===== src/rtl/cdc_sched_pkg.sv =====
// Shared types and defaults for the fast-domain TX scheduler feeding the fast-to-slow data bridge.
package cdc_sched_pkg;
  typedef enum logic [1:0] {IDLE = 2'd0, ISSUE = 2'd1, HOLDOFF = 2'd2} sched_state_t;

  localparam int DEF_WIDTH       = 16;
  localparam int DEF_HOLD_CYCLES = 32;

  // Index width that never collapses to zero bits.
  function automatic int idx_w(input int n);
    return (n > 1) ? $clog2(n) : 1;
  endfunction
endpackage


===== src/rtl/rr_arbiter.sv =====
// Combinational round-robin pick: the search starts one past the last granted channel.
module rr_arbiter
  import cdc_sched_pkg::*;
#(
  parameter  int NUM_CH = 2,
  localparam int CW     = idx_w(NUM_CH)
) (
  input  logic [NUM_CH-1:0] req,
  input  logic [CW-1:0]     last,
  output logic [NUM_CH-1:0] gnt,
  output logic [CW-1:0]     gnt_idx,
  output logic              any
);
  int cand;

  always_comb begin
    gnt     = '0;
    gnt_idx = '0;
    any     = 1'b0;
    cand    = 0;
    for (int k = 1; k <= NUM_CH; k++) begin
      cand = (int'(last) + k) % NUM_CH;
      if (!any && req[CW'(cand)]) begin
        any              = 1'b1;
        gnt[CW'(cand)]   = 1'b1;
        gnt_idx          = CW'(cand);
      end
    end
  end
endmodule


===== src/rtl/cdc_tx_scheduler.sv =====
// Picks one DSP channel at a time and issues its sample as a single Tx_Valid pulse,
// then holds off long enough for the slow-side bridge to absorb it.
module cdc_tx_scheduler
  import cdc_sched_pkg::*;
#(
  parameter  int WIDTH       = DEF_WIDTH,
  parameter  int NUM_CH      = 2,
  parameter  int HOLD_CYCLES = DEF_HOLD_CYCLES,
  localparam int CW          = idx_w(NUM_CH),
  localparam int HCW         = idx_w(HOLD_CYCLES)
) (
  input  logic                    Clk,
  input  logic                    Rst_N,
  input  logic                    Enable,
  input  logic [NUM_CH-1:0]       Req_Valid,
  input  logic [NUM_CH*WIDTH-1:0] Req_Data,
  output logic [NUM_CH-1:0]       Req_Ready,
  output logic [WIDTH-1:0]        Tx_Data,
  output logic [CW-1:0]           Tx_Chan,
  output logic                    Tx_Valid,
  output logic                    Busy
);
  sched_state_t      state;
  logic [HCW-1:0]    hold_cnt;
  logic [CW-1:0]     last_grant;
  logic [NUM_CH-1:0] arb_gnt;
  logic [CW-1:0]     arb_idx;
  logic              arb_any;
  logic              grant_ok;
  logic              handshake;

  rr_arbiter #(.NUM_CH(NUM_CH)) u_arb (
    .req     (Req_Valid),
    .last    (last_grant),
    .gnt     (arb_gnt),
    .gnt_idx (arb_idx),
    .any     (arb_any)
  );

  // Ready is gated by reset too, so nothing is offered while the block is held in reset.
  assign grant_ok  = Rst_N && Enable && (state == IDLE);
  assign Req_Ready = grant_ok ? arb_gnt : '0;
  assign handshake = grant_ok && arb_any;
  assign Busy      = (state != IDLE);

  always_ff @(posedge Clk or negedge Rst_N) begin
    if (!Rst_N) begin
      state      <= IDLE;
      Tx_Valid   <= 1'b0;
      Tx_Data    <= '0;
      Tx_Chan    <= '0;
      hold_cnt   <= '0;
      last_grant <= CW'(NUM_CH - 1);
    end else begin
      case (state)
        IDLE: begin
          if (handshake) begin
            Tx_Data    <= Req_Data[arb_idx*WIDTH +: WIDTH];
            Tx_Chan    <= arb_idx;
            last_grant <= arb_idx;
            Tx_Valid   <= 1'b1;
            state      <= ISSUE;
          end
        end
        ISSUE: begin
          Tx_Valid <= 1'b0;
          hold_cnt <= HCW'(HOLD_CYCLES - 1);
          state    <= HOLDOFF;
        end
        HOLDOFF: begin
          if (hold_cnt == '0) state <= IDLE;
          else                hold_cnt <= hold_cnt - 1'b1;
        end
        default: begin
          Tx_Valid <= 1'b0;
          state    <= IDLE;
        end
      endcase
    end
  end
endmodule

===== config.mk =====
export PLATFORM = sky130hd
export DESIGN_NAME = cdc_tx_scheduler
export DESIGN_NICKNAME = d
export VERILOG_FILES = /design/src/rtl/cdc_sched_pkg.sv /design/src/rtl/rr_arbiter.sv /design/src/rtl/cdc_tx_scheduler.sv
export SDC_FILE = /design/constraint.sdc
export NUM_CORES = 1
export LEC_CHECK = 0
export ABC_AREA = 1
export BUFFER_PORTS_ARGS = -buffer_cell sky130_fd_sc_hd__buf_2
export CORE_ASPECT_RATIO = 1.75
export CORE_MARGIN = 3
export CORE_UTILIZATION = 52
export CTS_BUF_LIST = sky130_fd_sc_hd__clkbuf_8
export DETAILED_ROUTE_END_ITERATION = 10
export HOLD_SLACK_MARGIN = 0.15
export PLACE_DENSITY_LB_ADDON = 0.3
export SLEW_MARGIN = 10
export SYNTH_ARGS = -nofsm -noshare
export SYNTH_HDL_FRONTEND = slang
export SYNTH_SLANG_ARGS = --single-unit
export TNS_END_PERCENT = 1

===== constraint.sdc =====
create_clock -name Clk -period 3.55 [get_ports Clk]
set_input_delay 0.1775 -clock Clk [delete_from_list [all_inputs] [get_ports Clk]]
set_output_delay 0.1775 -clock Clk [all_outputs]
set_load 0.1 [all_outputs]

==> flow_metrics.tcl <==
set metrics [dict create \
    cts_tree "yes" \
    overflow 0 \
    crit_path_end_kind "primary output" \
    wire_per_inst_um 11.8 \
    drive_gt1_share_pct 29.4 \
    grt_use_met2_pct 38.5 \
    slew_violations 0 \
    die_h_um 72.7 \
    use_met3_pct 2.47 \
    grt_pass1_vias 1225 \
    die_area_mm2 0.00321 \
    setup_viol 0 \
    required_ns 3.37 \
    post-route-min-period_ns 2.50 \
    core-area_mm2 0.00236 \
    nNetsFinal 274 \
    rsz0062_at_grt "false" \
    synth.cell_area_mm2 0.00132 \
    wirelength_um 3070 \
    synth-main-ff-cell "dfrtp_1" \
    yosys.area.top_type_share_pct 47.3 \
    synthTopCellsByArea "dfrtp_1 47%, nand2_1 29%, nand3_1 8.7%" \
    finalCritPeriodShare_pct 70.3 \
    area_growth_pct 26.0 \
    critical_path_arrival_ns 2.32 \
    status "completed" \
    diodes 0 \
    drt_iter0_drc 30 \
    drtPass1Iterations 4 \
    tightest_slew_ns 0.580 \
    ant_nets 0 \
    maxSlewHeadroom_pct 61.3 \
    num_io_pins 58 \
    cts_made_buffers 3 \
    yosys.area.top_type "dfrtp_1" \
    grt_use_met1_pct 25.6 \
    ys.warnings.count 0 \
    max_freq_ghz 0.401 \
    grt_max_degree 28 \
    grt_first_pass_wirelength_um 5230 \
    htreeDepth 1 \
    clockRootBuffer "clkbuf_8" \
    clock_latency_ns 0.27 \
    io_buffers 55 \
    cp-start-kind "input port" \
    synthArstFlopShare_pct 100 \
    viasPerCell 4.97 \
    place_hpwl_um 2240 \
    via_count 1293 \
    worstHoldPathType "input port to register" \
    ys_ff_latch 26 \
    cts_sinks 26 \
    yosysSeqAreaShare_pct 49.3 \
    antenna_found_initial 0 \
    setup_tns_ns 0 \
    crit_type "input port to primary output" \
    fp.dieW_um 44.1 \
    clock_path_buffers 2 \
    synth_cells 182 \
    synth_most_common_cell "nand2_1" \
    syn_avg_cell_area_um2 7.27 \
    grt_most_used_layer "met2" \
    drc_errors 0 \
    synth_cell_type_count 18 \
    clk_pin_slew_ns 0.09 \
    syn_nets 220 \
    synth_edf_count 0 \
    start_util_pct 56.0 \
    clock_skew_ns 0.00430 \
    crit_fanout 27 \
    yosys-top-cells-count "102 x nand2_1, 25 x dfrtp_1, 23 x nand3_1" \
    groute.usage.overall_pct 21.1 \
    final.fill_count 214 \
    place_congestion 0.836 \
    maxCapViolations 0 \
    finalHoldViolCount 0 \
    rows 23 \
    cts_setup_buffers 0 \
]
[final cells by class]
type                            count  area [µm²]  share of cell area (%)
Clock buffer                        3        41.3                    2.48
Inverter                           10        37.5                    2.25
Sequential cell                    26         652                    39.1
Timing Repair Buffer               57         293                    17.6
Tap cell                           25        31.3                    1.88
Clock inverter                      1        30.0                    1.80
Multi-Input combinational cell    138         582                    34.9
[path summary, 6_finish.rpt]
kind / from / endpoint / slack (ns) / cells past startpoint
max in group asynchronous: Rst_N / last_grant$_DFFE_PN1P_ / 2.82 / 3
min reg2reg: Tx_Data[3]$_DFFE_PN0P_ / Tx_Data[3]$_DFFE_PN0P_ / 0.48 / 2
min in group asynchronous: Rst_N / Tx_Data[8]$_DFFE_PN0P_ / 0.43 / 3
min: Req_Data[11] / Tx_Data[11]$_DFFE_PN0P_ / 0.19 / 5
max reg2reg: state[0]$_DFFE_PN0P_ / last_grant$_DFFE_PN1P_ / 1.78 / 5
max: Rst_N / Req_Ready[0] / 1.05 / 6
[flip-flops by register name, indices dropped and copies added, names as in the netlist]
signal	flops
last_grant	1
Tx_Data	16
Tx_Valid	1
hold_cnt	5
state	2
Tx_Chan	1
[placed cells by master, fill, tap and decap left out, types with 2 or more instances in the layout]
master and n:
dfrtp_1 25, inv_1 8, nand2_1 102, inv_2 2
nand3_1 23, buf_2 55, nor2_1 3, clkbuf_8 3
nor2_2 2, nand2_2 2
[worst max-delay path, stage by stage]
cell and delay (ns):
dlygate4sd3_1 0.52, buf_2 0.10, buf_4 0.31, nand4_2 0.52, nor2_1 0.22, buf_2 0.45
[timing repair]
action | 4_1_cts | 5_1_grt
hold buffers | 1 | 0
gates resized for setup | 0 | 0
endpoints found under the setup margin | 0 | 0
endpoints found under the hold margin | 25 | 0
[stage by stage]
stage	instance area (µm²)	hold slack [ns]	cells	utilization [%]	worst slack, ns
3_3_place_gp	1590	0.188	255	67.2	1.56
5_1_grt	1670	0.204	260	70.6	0.788
3_5_place_dp	1590	0.201	255	67.2	1.53
4_1_cts	1670	0.183	260	70.6	0.994
2_1_floorplan	1320	-0.118	182	-	1.30
6_report	1670	0.188	260	70.6	1.05
[cells by family after synthesis]
family / count (synthesis) / share of synthesized area [%]
simple gates: 134 / 41.8
flops: 26 / 49.3
buf+inv: 18 / 6.72
compound gates: 2 / 0.946
fa+ha+maj: 1 / 0.946
other cells: 1 / 0.284
[routing by layer]
layer / wire, µm / share of wire [%] / up-vias
met4: 27 / 0.88 / 0
met1: 1250 / 41 / 595
met5: 0 / 0 / -
met2: 1670 / 55 / 26
li1: - / - / 668
met3: 116 / 3.8 / 4
Power is not shown: default switching activity piles up to over one toggle a cycle in this logic, so the estimate is an artifact.
